## config.mk

```make
export PLATFORM = sky130hd
export DESIGN_NAME = pe_mac_dbuf
export DESIGN_NICKNAME = d
export VERILOG_FILES = /design/src/rtl/pe_pkg.sv /design/src/rtl/pe_mul.sv /design/src/rtl/pe_mac_dbuf.sv
export SDC_FILE = /design/constraint.sdc
export NUM_CORES = 1
export LEC_CHECK = 0
export BUFFER_PORTS_ARGS = -buffer_cell sky130_fd_sc_hd__buf_2
export CAP_MARGIN = 20
export CELL_PAD_IN_SITES_DETAIL_PLACEMENT = 1
export CELL_PAD_IN_SITES_GLOBAL_PLACEMENT = 2
export CORE_ASPECT_RATIO = 1.5
export CORE_MARGIN = 3
export CORE_UTILIZATION = 33
export DETAILED_ROUTE_END_ITERATION = 8
export PLACE_DENSITY_LB_ADDON = 0.1
export SKIP_CTS_REPAIR_TIMING = 1
export SLEW_MARGIN = 20
export SYNTH_ARGS = -nofsm -noshare
export SYNTH_HDL_FRONTEND = slang
export SYNTH_SLANG_ARGS = --single-unit
```

## constraint.sdc

```tcl
create_clock -name clk -period 9.09 [get_ports clk]
set_clock_uncertainty 0.05 [all_clocks]
set_input_delay 1.818 -clock clk [delete_from_list [all_inputs] [get_ports clk]]
set_output_delay 1.818 -clock clk [all_outputs]
set_load 0.02 [all_outputs]
```

## src/rtl/pe_pkg.sv

```systemverilog
// rtl/pe_pkg.sv - shared mode encodings and saturating adder for the PE family
//
// Purpose : mode encodings and a width-generic saturating add used by
//           pe_mac_dbuf when built with PE_SAT_EN.
// Contents: PE_MODE_WS / PE_MODE_OS, SAT_W, sat_res_t, sat_add().

package pe_pkg;

  localparam logic PE_MODE_WS = 1'b0;
  localparam logic PE_MODE_OS = 1'b1;

  // Operands are widened to SAT_W before the add so the true sum never
  // wraps; ACC_W must therefore stay at least two bits below SAT_W.
  localparam int SAT_W = 64;

  typedef struct packed {
    logic [SAT_W-1:0] sum;
    logic             clamp;
  } sat_res_t;

  // x and y must already be sign- or zero-extended to SAT_W from acc_w bits.
  // The result is clamped to the acc_w range for the given signedness.
  function automatic sat_res_t sat_add(input logic [SAT_W-1:0] x,
                                       input logic [SAT_W-1:0] y,
                                       input int               acc_w,
                                       input logic             is_signed);
    logic signed [SAT_W-1:0] s;
    logic signed [SAT_W-1:0] one;
    logic signed [SAT_W-1:0] hi;
    logic signed [SAT_W-1:0] lo;
    sat_res_t                res;
    one = SAT_W'(1);
    s   = x + y;
    if (is_signed) begin
      hi = (one <<< (acc_w - 1)) - one;
      lo = -(one <<< (acc_w - 1));
    end else begin
      hi = (one <<< acc_w) - one;
      lo = '0;
    end
    res.sum   = s;
    res.clamp = 1'b0;
    if (s > hi) begin
      res.sum   = hi;
      res.clamp = 1'b1;
    end else if (s < lo) begin
      res.sum   = lo;
      res.clamp = 1'b1;
    end
    return res;
  endfunction

endpackage

```

## src/rtl/pe_mul.sv

```systemverilog
// rtl/pe_mul.sv - combinational DATA_W x W_W multiplier for the PE
//
// Purpose: full-width product of the activation and the selected weight,
//          signed or unsigned per SIGNED; written to map onto a DSP block.
// Ports  : i_a [DATA_W]      activation operand
//          i_b [W_W]         weight / streaming operand
//          o_p [DATA_W+W_W]  full-precision product

module pe_mul #(
  parameter int DATA_W = 8,
  parameter int W_W    = 8,
  parameter int SIGNED = 1
) (
  input  logic [DATA_W-1:0]     i_a,
  input  logic [W_W-1:0]        i_b,
  output logic [DATA_W+W_W-1:0] o_p
);

  localparam int PROD_W = DATA_W + W_W;

  // Operands are extended to the product width first, so the truncated
  // PROD_W-bit product is exact in both signed and unsigned forms.
  if (SIGNED != 0) begin : g_signed
    assign o_p = PROD_W'($signed(i_a)) * PROD_W'($signed(i_b));
  end else begin : g_unsigned
    assign o_p = PROD_W'(i_a) * PROD_W'(i_b);
  end

endmodule

```

## src/rtl/pe_mac_dbuf.sv

```systemverilog
// rtl/pe_mac_dbuf.sv - systolic PE with double-buffered weights and WS/OS modes
//
// Purpose : one processing element of an R x C systolic array. In weight-
//           stationary mode it adds a_in * active weight to the partial sum
//           flowing down; in output-stationary mode it accumulates
//           a_in * b_in locally and drains on request. Weights are double
//           buffered (shadow load, swap to active). Every path has exactly
//           one cycle of latency; en=0 freezes all state.
// Config  : PE_SAT_EN - saturating adds/accumulates plus sticky ovf output;
//           undefined gives wrap-around arithmetic and no ovf port.
// Ports   : clk, rst_n (sync, active low), en (advance), mode (0 WS / 1 OS)
//           a_in/a_vld_in -> a_out/a_vld_out   activation pass-through
//           b_in -> b_out                      weight chain / OS operand
//           wload, wswap                       shadow load, shadow->active
//           sum_in -> sum_out                  WS partial sum / OS drain
//           acc_clr, drain                     OS accumulator control
//           ovf (PE_SAT_EN only)               sticky clamp flag

module pe_mac_dbuf
  import pe_pkg::*;
#(
  parameter int DATA_W = 8,
  parameter int W_W    = 8,
  parameter int ACC_W  = 24,
  parameter int SIGNED = 1
) (
  input  logic              clk,
  input  logic              rst_n,
  input  logic              en,
  input  logic              mode,
  input  logic [DATA_W-1:0] a_in,
  input  logic              a_vld_in,
  output logic [DATA_W-1:0] a_out,
  output logic              a_vld_out,
  input  logic [W_W-1:0]    b_in,
  output logic [W_W-1:0]    b_out,
  input  logic              wload,
  input  logic              wswap,
  input  logic [ACC_W-1:0]  sum_in,
  output logic [ACC_W-1:0]  sum_out,
  input  logic              acc_clr,
  input  logic              drain
`ifdef PE_SAT_EN
  ,
  output logic              ovf
`endif
);

  localparam int PROD_W = DATA_W + W_W;

  if (ACC_W < PROD_W) begin : g_bad_acc_w
    $error("pe_mac_dbuf: ACC_W must be >= DATA_W + W_W");
  end
`ifdef PE_SAT_EN
  if (ACC_W > SAT_W - 2) begin : g_bad_sat_w
    $error("pe_mac_dbuf: ACC_W too wide for the saturating adder");
  end
`endif

  logic [DATA_W-1:0] r_a_out;
  logic              r_a_vld;
  logic [W_W-1:0]    r_b_out;
  logic [ACC_W-1:0]  r_sum_out;
  logic [W_W-1:0]    r_w_shadow;
  logic [W_W-1:0]    r_w_active;
  logic [ACC_W-1:0]  r_acc;

  logic [W_W-1:0]    w_w_sel;
  logic [PROD_W-1:0] w_prod;
  logic [ACC_W-1:0]  w_prod_ext;
  logic [ACC_W-1:0]  w_acc_base;
  logic [ACC_W-1:0]  w_acc_next;
  logic [ACC_W-1:0]  w_ws_sum;

  // OS streams its second operand straight from b_in; WS uses the
  // stationary weight.
  assign w_w_sel = (mode == PE_MODE_OS) ? b_in : r_w_active;

  pe_mul #(
    .DATA_W (DATA_W),
    .W_W    (W_W),
    .SIGNED (SIGNED)
  ) u_mul (
    .i_a (a_in),
    .i_b (w_w_sel),
    .o_p (w_prod)
  );

  if (SIGNED != 0) begin : g_ext_s
    assign w_prod_ext = ACC_W'($signed(w_prod));
  end else begin : g_ext_u
    assign w_prod_ext = ACC_W'(w_prod);
  end

  assign w_acc_base = acc_clr ? '0 : r_acc;

`ifdef PE_SAT_EN
  logic [SAT_W-1:0] w_sum_in_x;
  logic [SAT_W-1:0] w_acc_base_x;
  logic [SAT_W-1:0] w_prod_x;
  sat_res_t         w_ws_res;
  sat_res_t         w_os_res;
  logic             w_ws_clamp;
  logic             w_os_clamp;
  logic             r_ovf;

  if (SIGNED != 0) begin : g_sat_ext_s
    assign w_sum_in_x   = SAT_W'($signed(sum_in));
    assign w_acc_base_x = SAT_W'($signed(w_acc_base));
    assign w_prod_x     = SAT_W'($signed(w_prod_ext));
  end else begin : g_sat_ext_u
    assign w_sum_in_x   = SAT_W'(sum_in);
    assign w_acc_base_x = SAT_W'(w_acc_base);
    assign w_prod_x     = SAT_W'(w_prod_ext);
  end

  assign w_ws_res   = sat_add(w_sum_in_x, w_prod_x, ACC_W, SIGNED != 0);
  assign w_os_res   = sat_add(w_acc_base_x, w_prod_x, ACC_W, SIGNED != 0);
  // Bubbles never clamp: nothing is added on an invalid cycle.
  assign w_ws_clamp = a_vld_in & w_ws_res.clamp;
  assign w_os_clamp = a_vld_in & w_os_res.clamp;
  assign ovf        = r_ovf;
`endif

  always_comb begin
    w_ws_sum   = sum_in;
    w_acc_next = w_acc_base;
    if (a_vld_in) begin
`ifdef PE_SAT_EN
      w_ws_sum   = w_ws_res.sum[ACC_W-1:0];
      w_acc_next = w_os_res.sum[ACC_W-1:0];
`else
      w_ws_sum   = sum_in + w_prod_ext;
      w_acc_next = w_acc_base + w_prod_ext;
`endif
    end
  end

  always_ff @(posedge clk) begin
    if (!rst_n) begin
      r_a_out    <= '0;
      r_a_vld    <= 1'b0;
      r_b_out    <= '0;
      r_sum_out  <= '0;
      r_w_shadow <= '0;
      r_w_active <= '0;
      r_acc      <= '0;
`ifdef PE_SAT_EN
      r_ovf      <= 1'b0;
`endif
    end else if (en) begin
      r_a_out <= a_in;
      r_a_vld <= a_vld_in;
      r_b_out <= b_in;
      // Weight registers update in both modes so the next WS pass can be
      // preloaded during OS work. With wload and wswap together, active
      // takes the pre-load shadow value (non-blocking read).
      if (wload) r_w_shadow <= b_in;
      if (wswap) r_w_active <= r_w_shadow;
      if (mode == PE_MODE_WS) begin
        r_sum_out <= w_ws_sum;
      end else begin
        r_acc <= w_acc_next;
        // Drain presents the pre-update accumulator.
        if (drain) r_sum_out <= r_acc;
      end
`ifdef PE_SAT_EN
      r_ovf <= (r_ovf & ~acc_clr) |
               ((mode == PE_MODE_WS) ? w_ws_clamp : w_os_clamp);
`endif
    end
  end

  assign a_out     = r_a_out;
  assign a_vld_out = r_a_vld;
  assign b_out     = r_b_out;
  assign sum_out   = r_sum_out;

endmodule

```

==> flow_summary.ini <==
[synth]
async_flop_share_pct = 0
synth-edff-count = 0
yosys_warnings = 0
yosys.area.top_type_share_pct = 19.6
yosysTopAreaCell = dfxtp_1
syn-cell-area_um2 = 8280
synthFlopType = dfxtp_1
syn-num-nets = 1185
synth_cell_types = 66
yosysSeqAreaShare_pct = 19.6
synth.area.top_cells = dfxtp_1 20%, fa_1 14%, ha_1 11%, inv_1 4.4%, nor2b_1 4.2%
ys_ff_latch = 81
syn_area_per_cell_um2 = 8.21
synthCells = 1008

[critical_path]
crit_arrival_ps = 8850
path_class = in2reg
critPathRequiredTime_ps = 9280
critPathMaxFanout = 9
slowest_stage = fa_1
critPathLaunchType = input pin
cp-end-kind = flip-flop
slowest_delay_ps = 540
ff2ff_path_depth = 27

[sta]
fin_crit_sh_pct = 95.2
fmax_mhz = 116
worst_pin_slew_ps = 699
max_slew_margin_pct = 53.4
rsz0062_at_grt = false
fin_ws_ps = 437
hold_viol_final = 0
fin_tns_setup_ps = 0
drv_slew = 0
setup_violations = 0
fin_crit_ps = 8650

[floorplanning]
chipWidth_um = 135
row_count = 70
die_h_um = 200
io-pin-count = 90
initial_core_util_pct = 33.8
dieArea_um2 = 27100
core-area_um2 = 24500

[global_route]
grt_start_max_net_pins = 51
track_usage_pct = 20.3
antenna_found_initial = 0
grt_pass1_wl_um = 43400
grt-ovfl-total = 0
grt_pass1_vias = 8110

[final_layout]
syn_to_final_growth_pct = 14.1
drive_above_1_share_pct = 12.9
antenna_cells = 0
final_common_cell = inv_1
n_fill_cell = 3019
multi_input_area_um2 = 6120
register_area_um2 = 1620
layout_common_cells = 97 x inv_1, 92 x nand2_1, 89 x buf_2, 81 x dfxtp_1, 71 x ha_1
fin_nets = 1266

[clock_network]
cts.sinks = 81
clk_latency_ps = 360
numCtsBuffers = 9
cts.clk_slew.worst_paths_ps = 70
cts_root_buf = clkbuf_16
h-tree-depth = 3
cts_tree = done
max-clock-path-buffers = 2

[pwr]
p_leak_nw = 4.30
vdd_drop_max_v = 0.000144
power.density_nw_per_um2 = 276

[routing]
vias_per_cell = 5.26
remaining_drc_errors = 0
drt_iter0_drc = 175
drt-pass1-iter-count = 4
antenna_left = 0
drt-total-wl_um = 26200
dr_total_vias = 7455
routedWlPerCell_um = 18.5

[hold_path]
hold_path_class = reg2reg
holdPathStages = 2

[outcome]
status = completed

[placement]
pre_cts_ws_ps = 56.0
numPortBuffers = 89
place.detailed.hpwl_um = 21300
gp_congestion = 0.848

[flow_run]
maxCapViolCount = 0
[per-stage QoR]
stage	instances	area (um^2)	power [mW]	utilization [%]	hold WS [ps]
after global routing	1417	9450	2.86	38.5	433
after floorplan	1008	8280	1.76	-	384
final	1417	9450	2.60	38.5	412
after CTS	1417	9440	2.64	38.5	415
after detailed placement	1402	9120	2.21	37.2	407
after global placement	1402	9120	2.21	37.2	397
[where the power goes]
| part | switching, mW | internal, mW |
|---|---|---|
| clock | 0.161 | 0.248 |
| sequential | 0.0359 | 0.393 |
| combinational | 1.04 | 0.729 |
| total | 1.23 | 1.37 |
[cell families (layout without fill, tap and decap cells)]
family                     after synthesis  in the layout  synth area share [%]
AOI/OAI and AO/OA                      259            259                  21.1
xor gates and xnor gates                47             47                  4.97
adders and majority gates              128            128                  24.5
buffers and inverters                  138            223                  6.48
DFF                                     81             81                  19.6
muxes                                   37             37                  4.52
and+or+nand+nor                        318            318                  18.8
[per-layer routing]
| layer | GRT usage [%] | routed length [um] | share of wire [%] | up-vias |
|---|---|---|---|---|
| met5 | 0 | 0 | 0 | - |
| met4 | 7.40 | 858 | 3.3 | 0 |
| met3 | 2.36 | 566 | 2.2 | 34 |
| met2 | 39.7 | 14300 | 55 | 99 |
| met1 | 22.3 | 10400 | 40 | 3669 |
| li1 | - | - | - | 3653 |
[final timing paths]
check,endpoint,slack (ps),from
worst min-delay path,r_w_active[3],410,r_w_active[3]
worst max register to register,sum_out[23],1970,r_w_active[2]
worst min register to register,r_w_active[3],410,r_w_active[3]
worst max-delay path,sum_out[23],440,mode
[sequential cells by signal, indices dropped and copies added (netlist names)]
name        flops
r_w_active      8
r_w_shadow      8
sum_out        24
a_out           8
a_vld_out       1
r_acc          24
b_out           8
[synth_stat cells, drive strengths merged (5+ instances only)]
| library cell | n |
|---|---|
| dfxtp | 81 |
| nor4 | 6 |
| o211ai | 20 |
| fa | 57 |
| o21ai | 49 |
| nand2 | 92 |
| buf | 5 |
| xnor2 | 34 |
| a21boi | 17 |
| a21o | 15 |
| or3 | 16 |
| inv | 97 |
| nor3 | 14 |
| clkbuf | 36 |
| a211oi | 23 |
| and2 | 16 |
| mux2i | 34 |
| a211o | 6 |
| nor2b | 56 |
| a21oi | 59 |
| xor2 | 13 |
| a31oi | 5 |
| o21bai | 8 |
| and3 | 7 |
| a22oi | 12 |
| ha | 71 |
| nor2 | 64 |
| nand3 | 29 |
| o21a | 7 |
| or2 | 5 |
[area by class of cell]
cell class	instances	area share (%)
Clock buffer	11	2.57
Sequential cell	81	17.2
Inverter	97	3.85
Tap cell	324	4.29
Clock inverter	4	0.821
Multi-Input combinational cell	789	64.8
Timing Repair Buffer	111	6.46
[worst max-delay path: cells and delay by family]
kind	cells	cell delay, ps
AND/OR/NAND/NOR	4	560
AO/OA/AOI/OAI	10	2420
adder cells (fa/ha/maj)	6	2750
multiplexers	2	680
XOR/XNOR	1	190
buffers and inverters	5	450
Power figures use the tool's default switching activity.
